File: config.mk
export PLATFORM = sky130hd
export DESIGN_NAME = clock_display
export DESIGN_NICKNAME = d
export VERILOG_FILES = /design/src/rtl/clock_display.sv
export SDC_FILE = /design/constraint.sdc
export NUM_CORES = 1
export LEC_CHECK = 0
export CORE_ASPECT_RATIO = 0.8
export CORE_MARGIN = 4
export CORE_UTILIZATION = 48
export DETAILED_ROUTE_END_ITERATION = 8
export PLACE_DENSITY = 0.7
export SYNTH_ARGS = -nofsm -noshare
export SYNTH_HDL_FRONTEND = slang
export SYNTH_SLANG_ARGS = --single-unit
File: constraint.sdc
create_clock -name clk -period 7 [get_ports clk]
set_input_delay 1.05 -clock clk [delete_from_list [all_inputs] [get_ports clk]]
set_output_delay 1.05 -clock clk [all_outputs]
set_load 0.01 [all_outputs]
File: src/rtl/clock_display.sv
// Six-digit multiplexed HH:MM:SS seven-segment driver with frame-synchronous input capture.
// Optional build macro LEAD_ZERO_BLANK_EN blanks a leading zero in the hours-tens digit.
module clock_display #(
  parameter int unsigned SCAN_DIV = 100000
) (
  input  logic       clk,
  input  logic       rst,
  input  logic [7:0] hrcount,
  input  logic [7:0] mincount,
  input  logic [7:0] secondcount,
  output logic [5:0] an,
  output logic [6:0] seg,
  output logic       dp
);

  localparam logic [23:0] PCNT_LAST = 24'(SCAN_DIV - 1);
  localparam logic [6:0]  SEG_BLANK = 7'b1111111;
  localparam logic [6:0]  SEG_DASH  = 7'b0111111;
  localparam logic [5:0]  AN_OFF    = 6'b111111;

  // Segment pattern for one decimal digit, active-low {g,f,e,d,c,b,a}.
  function automatic logic [6:0] seg_encode(input logic [3:0] digit);
    logic [6:0] pat;
    case (digit)
      4'd0:    pat = 7'b1000000;
      4'd1:    pat = 7'b1111001;
      4'd2:    pat = 7'b0100100;
      4'd3:    pat = 7'b0110000;
      4'd4:    pat = 7'b0011001;
      4'd5:    pat = 7'b0010010;
      4'd6:    pat = 7'b0000010;
      4'd7:    pat = 7'b1111000;
      4'd8:    pat = 7'b0000000;
      4'd9:    pat = 7'b0010000;
      default: pat = SEG_BLANK;
    endcase
    return pat;
  endfunction

  function automatic logic [3:0] tens_of(input logic [7:0] value);
    logic [7:0] quot;
    quot = value / 8'd10;
    return quot[3:0];
  endfunction

  function automatic logic [3:0] units_of(input logic [7:0] value);
    logic [7:0] rem;
    rem = value % 8'd10;
    return rem[3:0];
  endfunction

  logic [23:0] pcnt_q, pcnt_d;
  logic [2:0]  idx_q, idx_d;
  logic [7:0]  hr_q, hr_d;
  logic [7:0]  min_q, min_d;
  logic [7:0]  sec_q, sec_d;
  logic [5:0]  an_q, an_d;
  logic [6:0]  seg_q, seg_d;
  logic        dp_q, dp_d;

  logic        pcnt_wrap_s;
  logic        frame_load_s;
  logic        blank_cycle_s;
  logic        lead_blank_s;
  logic [7:0]  field_s;
  logic [3:0]  digit_s;

  // Prescaler, slot index and frame-start shadow capture.
  always_comb begin
    pcnt_d       = pcnt_q;
    idx_d        = idx_q;
    hr_d         = hr_q;
    min_d        = min_q;
    sec_d        = sec_q;
    pcnt_wrap_s  = (pcnt_q == PCNT_LAST);
    frame_load_s = (idx_q == 3'd0) && (pcnt_q == 24'd0);

    if (pcnt_wrap_s) begin
      pcnt_d = 24'd0;
      if (idx_q >= 3'd5) begin
        idx_d = 3'd0;
      end else begin
        idx_d = idx_q + 3'd1;
      end
    end else begin
      pcnt_d = pcnt_q + 24'd1;
      idx_d  = idx_q;
    end

    // Inputs are sampled once per frame so a digit pair never tears.
    if (frame_load_s) begin
      hr_d  = hrcount;
      min_d = mincount;
      sec_d = secondcount;
    end else begin
      hr_d  = hr_q;
      min_d = min_q;
      sec_d = sec_q;
    end
  end

  // Digit selection and next output pattern for the current slot.
  always_comb begin
    an_d          = AN_OFF;
    seg_d         = SEG_BLANK;
    dp_d          = 1'b1;
    field_s       = 8'd0;
    digit_s       = 4'd0;
    lead_blank_s  = 1'b0;
    blank_cycle_s = (pcnt_q == 24'd0);

    case (idx_q)
      3'd0, 3'd1: field_s = sec_q;
      3'd2, 3'd3: field_s = min_q;
      3'd4, 3'd5: field_s = hr_q;
      default:    field_s = 8'd0;
    endcase

    // Odd slots carry the tens digit of their field.
    if (idx_q[0]) begin
      digit_s = tens_of(field_s);
    end else begin
      digit_s = units_of(field_s);
    end

`ifdef LEAD_ZERO_BLANK_EN
    lead_blank_s = (idx_q == 3'd5) && (field_s <= 8'd99) && (digit_s == 4'd0);
`else
    lead_blank_s = 1'b0;
`endif

    if (blank_cycle_s) begin
      an_d = AN_OFF;
    end else begin
      case (idx_q)
        3'd0:    an_d = 6'b111110;
        3'd1:    an_d = 6'b111101;
        3'd2:    an_d = 6'b111011;
        3'd3:    an_d = 6'b110111;
        3'd4:    an_d = 6'b101111;
        3'd5:    an_d = 6'b011111;
        default: an_d = AN_OFF;
      endcase
    end

    if (blank_cycle_s) begin
      seg_d = SEG_BLANK;
    end else if (field_s > 8'd99) begin
      seg_d = SEG_DASH;
    end else if (lead_blank_s) begin
      seg_d = SEG_BLANK;
    end else begin
      seg_d = seg_encode(digit_s);
    end

    // Separator dots sit right of the minutes-units and hours-units digits.
    if (!blank_cycle_s && ((idx_q == 3'd2) || (idx_q == 3'd4))) begin
      dp_d = 1'b0;
    end else begin
      dp_d = 1'b1;
    end
  end

  // State and registered display outputs; reset blanks the display immediately.
  always_ff @(posedge clk or negedge rst) begin
    if (!rst) begin
      pcnt_q <= 24'd0;
      idx_q  <= 3'd0;
      hr_q   <= 8'd0;
      min_q  <= 8'd0;
      sec_q  <= 8'd0;
      an_q   <= AN_OFF;
      seg_q  <= SEG_BLANK;
      dp_q   <= 1'b1;
    end else begin
      pcnt_q <= pcnt_d;
      idx_q  <= idx_d;
      hr_q   <= hr_d;
      min_q  <= min_d;
      sec_q  <= sec_d;
      an_q   <= an_d;
      seg_q  <= seg_d;
      dp_q   <= dp_d;
    end
  end

  assign an  = an_q;
  assign seg = seg_q;
  assign dp  = dp_q;

endmodule

==> results of run 1 <==
==> worst min path at each step <==
stage | startpoint | end | slack [ns] | depth (start not counted)
global route | pcnt_q[23] | pcnt_q[23] | 0.51 | 1
global placement | pcnt_q[23] | pcnt_q[23] | 0.46 | 1
detailed placement | pcnt_q[23] | pcnt_q[23] | 0.46 | 1
floorplan | pcnt_q[23] | pcnt_q[23] | 0.44 | 1
CTS | pcnt_q[23] | pcnt_q[23] | 0.48 | 1
finish | pcnt_q[23] | pcnt_q[23] | 0.47 | 1
==> per-layer routing <==
layer  part of all wire (%)  wire (microns)
met5                      0               0
met4                    1.5             115
met3                    6.2             481
met2                     41            3140
met1                     52            3990
==> cells by family (layout without fill, tap and decap cells) <==
kind of cell	count (synthesis)	count (layout)	synth area share [%]
adder cells (fa/ha/maj)	18	18	6.03
AND/OR/NAND/NOR	123	123	17.0
AO/OA/AOI/OAI	65	65	13.6
multiplexers	32	32	9.61
buffers and inverters	29	77	3.11
XOR/XNOR	26	26	6.16
flip-flops	65	65	44.5
==> power by group through the flow <==
stage	logic (mW)	clock network, mW	registers (mW)
final	0.138	0.334	0.403
after global placement	0.137	0	0.409
after global routing	0.153	0.360	0.404
after detailed placement	0.138	0	0.409
after floorplan	0.0814	0	0.412
after CTS	0.139	0.344	0.403
==> through the flow <==
stage          cell area (sq um)  hold slack, ns
2_1_floorplan               3700           0.442
3_3_place_gp                4220           0.462
3_5_place_dp                4220           0.458
4_1_cts                     4430           0.475
5_1_grt                     4430           0.507
6_report                    4430           0.474
==> critical path, stage by stage, from the launching register on <==
cell      delay (ns)
dfrtp_1         0.53
inv_1           0.18
ha_1            0.37
a222oi_1        0.38
buf_4           0.27
or3b_4          0.44
o21ai_2         0.17
o32ai_4         0.12
a211o_2         0.35
nand3b_1        0.11
mux2_4          0.31
nand3_2         0.12
inv_1           0.09
ha_1            0.20
nand2_1         0.07
o21ai_0         0.07
o21ai_0         0.17
==> synthesized netlist by cell type, drive strengths merged, types with 3 or more instances <==
| library cell | number | area, sq um |
|---|---|---|
| a21o | 3 | 22.5 |
| mux2 | 25 | 285 |
| ha | 17 | 213 |
| inv | 14 | 52.6 |
| a211o | 3 | 27.5 |
| nand2 | 35 | 131 |
| or2 | 3 | 18.8 |
| dfstp | 14 | 368 |
| nand4 | 9 | 56.3 |
| o21ai | 17 | 92.6 |
| nor3 | 9 | 45.0 |
| a22oi | 3 | 22.5 |
| nor2 | 26 | 105 |
| nand2b | 4 | 25.0 |
| a21oi | 15 | 78.8 |
| xor2 | 11 | 96.3 |
| dfrtp | 51 | 1280 |
| xnor2 | 15 | 131 |
| nor4 | 8 | 50.1 |
| buf | 5 | 25.0 |
| and3 | 3 | 23.8 |
| nand3 | 11 | 60.1 |
| clkbuf | 10 | 37.5 |
| nor2b | 4 | 25.0 |
| nand3b | 3 | 22.5 |
| mux2i | 7 | 70.1 |
| a222oi | 7 | 70.1 |
==> registers in the layout, summed over array words and instances, names as in the netlist <==
name	flops
idx_q	3
hr_q	8
sec_q	8
an	6
min_q	8
dp	1
seg	7
pcnt_q	24
==> area by class of cell <==
type	instances	area share (%)
multi-input cells	264	44.0
repair buffers	47	10.1
inverters	14	1.19
clock buffers	14	3.90
flip-flops and latches	65	37.1
well taps	105	2.96
clock inverters	2	0.847
==> impl_metrics.toml, run 1 <==
[sta]
slew_headroom_pct = 47.6
finClkSkew_ns = 0.0132
timing.fmax_mhz = 248
setup_viol = 0
worst_pin_slew_ns = 0.786
period_needed_ns = 4.04
hold_viol = 0
slew_viol_final = 0
final.setup.tns_ns = 0
fin_crit_sh_pct = 57.7
rsz0062_at_grt = "false"
layout_setup_ws_ns = 2.96

[synth]
synthCells = 358
yosys_warnings = 0
avgSynthCellArea_sq_um = 10.3
ys_ff_latch = 65
ys_async_sr_fraction_pct = 100
ys.flop_type = "dfrtp_1"
seq_area_frac_synth_pct = 44.5
ys_types = 60
syn-cell-area_sq_mm = 0.00370
syn_nets = 401
synth-edff-count = 0

[worst_setup_path]
cp-startpoint = "idx_q[2]"
cp_data_arrival_time_ns = 4.30
endpoint = "seg[5]"
r2r_slack_ns = 2.96
endpoint_kind = "flop"
cp-start-kind = "flop"
required_ns = 7.26
rr_startpoint = "idx_q[2]"
criticalPathCategory = "flop to flop"
rr_endpoint = "seg[5]"
rr_worst_depth = 16
worstPathMaxFanout = 17

[final_layout]
drive_gt1_share_pct = 20.0
seqCellArea_sq_mm = 0.00164
stdcell_count = 511
multiInputGateArea_sq_mm = 0.00195
final_common_cell = "dfrtp_1"
nNetsFinal = 444
antenna_cells = 0
syn_to_final_growth_pct = 19.9
finish.utilization_pct = 59.7
layout_common_cells = "dfrtp_1, clkdlybuf4s50_1, nand2_1, nor2_1, mux2_2"
fill_cells = 657

[detailed_routing]
avgViaCountPerCell = 5.55
drt_iter0_drc = 156
wl_per_cell_microns = 15.1
dr.pass1.iters = 5
ant_nets = 0
wirelength_microns = 7730
drc = 0
vias = 2834

[power_and_ir_drop]
leakage_nw = 1.83
ir_worst_vdd_mv = 0.126
p_clk_share_pct = 38.2
p_switching_mw = 0.217
cell_internal_pwr_mw = 0.658
power.density_mw_per_mm2 = 197
sw_frac_of_total_pct = 24.8
p_seq_share_pct = 46.0
comb_power_share_pct = 15.8
power.total_mw = 0.875

[floorplan]
die_area_sq_mm = 0.00918
dieHeight_microns = 86.5
placementRows = 28
core_area_sq_mm = 0.00743
die_w_microns = 106
ioPinCount = 40
start_util_pct = 49.8

[global_routing]
use_met2_pct = 25.6
grt_max_degree = 66
grt.met3_usage_pct = 5.66
grt_pass1_vias = 2768
grt_pass1_wl_microns = 13500
grt_util_met1_pct = 27.2
antenna_found_initial = 0
track_usage_pct = 18.4
grt-busiest-layer = "met1"
overflow = 0

[worst_hold_path]
min_path_type = "flop to flop"

[outcome]
outcome = "finished, final reports clean"

[cts]
clockRootBuffer = "clkbuf_8"
cts_buffer_depth = 2
cts_tree = "yes"
ctsResizeCount = 0
insertion_delay_ns = 0.35
h-tree-depth = 3
numClockSinks = 65
cts_buffers = 9
cts_setup_buffers = 0
cts.clk_slew.worst_paths_ns = 0.07
cts_hold_buf = 0

[placed_design]
place_congestion = 0.906
hpwlAfterDp_microns = 5580
dp_cells = 495
post-place-ws_ns = 3.04
io_buffer_count = 39

[job]
drv_cap = 0
(Power assumes the default switching activity.)
==> run 2: changes to the inputs <==
- clock period: 7 -> 3.8 ns (I/O delays scaled with it)
==> impl_metrics.toml, run 2 (synthesis results as in run 1) <==
[floorplan]
dieHeight_microns = 86.5
die_area_sq_mm = 0.00918
core_area_sq_mm = 0.00743
start_util_pct = 49.8
placementRows = 28
ioPinCount = 40
die_w_microns = 106

[final_layout]
largest_reg_flops = 24
layout_common_cells = "dfrtp_1, clkdlybuf4s50_1, nand2_1, nor2_1, mux2_2"
final_cell_area_sq_mm = 0.00461
fill_cells = 613
top_register = "pcnt_q"
nNetsFinal = 457
drive_gt1_share_pct = 24.8
final_common_cell = "dfrtp_1"
syn_to_final_growth_pct = 24.7
antenna_cells = 0

[worst_setup_path]
cpPeakStageDelay_ns = 0.46
endpoint_kind = "flop"
cp_data_arrival_time_ns = 3.89
criticalPathCategory = "flop to flop"
required_ns = 4.07
worstPathMaxFanout = 12
crit_buf_inv = 4
cp_top_family = "compound AO/OA/AOI/OAI gates"
cp-start-kind = "flop"
path_cells = "inv_2 -> ha_2 -> buf_4 -> a222oi_1 -> buf_4 -> or3b_4 -> o21ai_2 -> o32ai_4 -> a211o_2 -> nand3b_1 -> mux2_4 -> nand3_2 -> inv_1 -> ha_1 -> nand2_1 -> o21ai_0 -> o21ai_0"
crit_slowest_cell = "dfrtp_2"
r2r_slack_ns = 0.18

[detailed_routing]
avgViaCountPerCell = 5.42
wirelength_microns = 7900
drt_iter0_drc = 136
dr.pass1.iters = 4
vias = 2842
ant_nets = 0
wl_per_cell_microns = 15.1
drc = 0

[sta]
finClkSkew_ns = 0.0150
slew_viol_final = 0
fin_crit_sh_pct = 95.2
setup_viol = 0
timing.fmax_mhz = 276
slew_headroom_pct = 35.3
rsz0062_at_grt = "false"
period_needed_ns = 3.62
worst_pin_slew_ns = 0.970
hold_viol = 0
hold_slack_ns = 0.377

[cts]
h-tree-depth = 3
insertion_delay_ns = 0.36
cts_buffers = 9
cts_tree = "yes"
cts_buffer_depth = 2
cts.clk_slew.worst_paths_ns = 0.07
cts_hold_buf = 0
clockRootBuffer = "clkbuf_8"
numClockSinks = 65

[power_and_ir_drop]
ir_worst_vdd_mv = 0.269
leakage_nw = 1.90
power.density_mw_per_mm2 = 351

[worst_hold_path]
min_path_type = "input pin to async pin"

[placed_design]
place_area_sq_mm = 0.00426
hpwlAfterDp_microns = 5640
io_buffer_count = 39
place_congestion = 0.918

[global_routing]
antenna_found_initial = 0
track_usage_pct = 18.6
grt_max_degree = 46
grt_pass1_vias = 2810
grt_pass1_wl_microns = 13700
overflow = 0

[job]
drv_cap = 0

[outcome]
outcome = "finished, final reports clean"
==> run 2: final timing paths <==
check,from,end,cells past startpoint
max reg2reg,idx_q[1],seg[5],17
max in group asynchronous,rst,hr_q[0],2
min reg2reg,pcnt_q[23],pcnt_q[23],1
max,idx_q[1],seg[5],17
min in group clk,pcnt_q[23],pcnt_q[23],1
min,rst,pcnt_q[20],1
==> run 2: stage by stage <==
step / TNS [ns] / power, mW / utilization [%] / worst slack (ns) / cells
2_1_floorplan: 0 / 0.909 / - / 0.134 / 358
3_3_place_gp: 0 / 1.01 / 57.3 / 0.161 / 498
3_5_place_dp: -0.00383 / 1.02 / 57.3 / -0.00383 / 498
4_1_cts: 0 / 1.61 / 60.1 / 0.0169 / 514
5_1_grt: 0 / 1.70 / 62.1 / 0.00268 / 524
6_report: 0 / 1.62 / 62.1 / 0.182 / 524
==> run 2: what timing repair did <==
item,in CTS,in global routing
pin swaps,1,3
resized for setup,1,12
setup buffers,0,10
setup endpoints to repair,1,7
==> run 2: cell type report <==
type                       instances  area (sq um)  area share [%]
multi-input combinational        264          2010            43.6
sequential                        65          1650            35.7
timing repair buffer              60           568            12.3
tap                              105           131            2.85
clock buffer                       9           124            2.69
clock inverter                     7          78.8            1.71
inverter                          14          52.6            1.14
==> run 2: routing by layer <==
metal | routed length (microns) | share of wire [%] | up-vias | track usage (%)
met5 | 0 | 0 | - | 0
met4 | 89 | 1.1 | 0 | 5.29
met3 | 432 | 5.5 | 9 | 4.77
met2 | 3330 | 42 | 79 | 26.6
met1 | 4050 | 51 | 1358 | 28.0
li1 | - | - | 1396 | -
==> run 2: power by group <==
group | total, mW | internal (mW) | switching [mW]
Combinational | 0.282 | 0.144 | 0.139
Clock | 0.593 | 0.307 | 0.286
Sequential | 0.741 | 0.729 | 0.0122
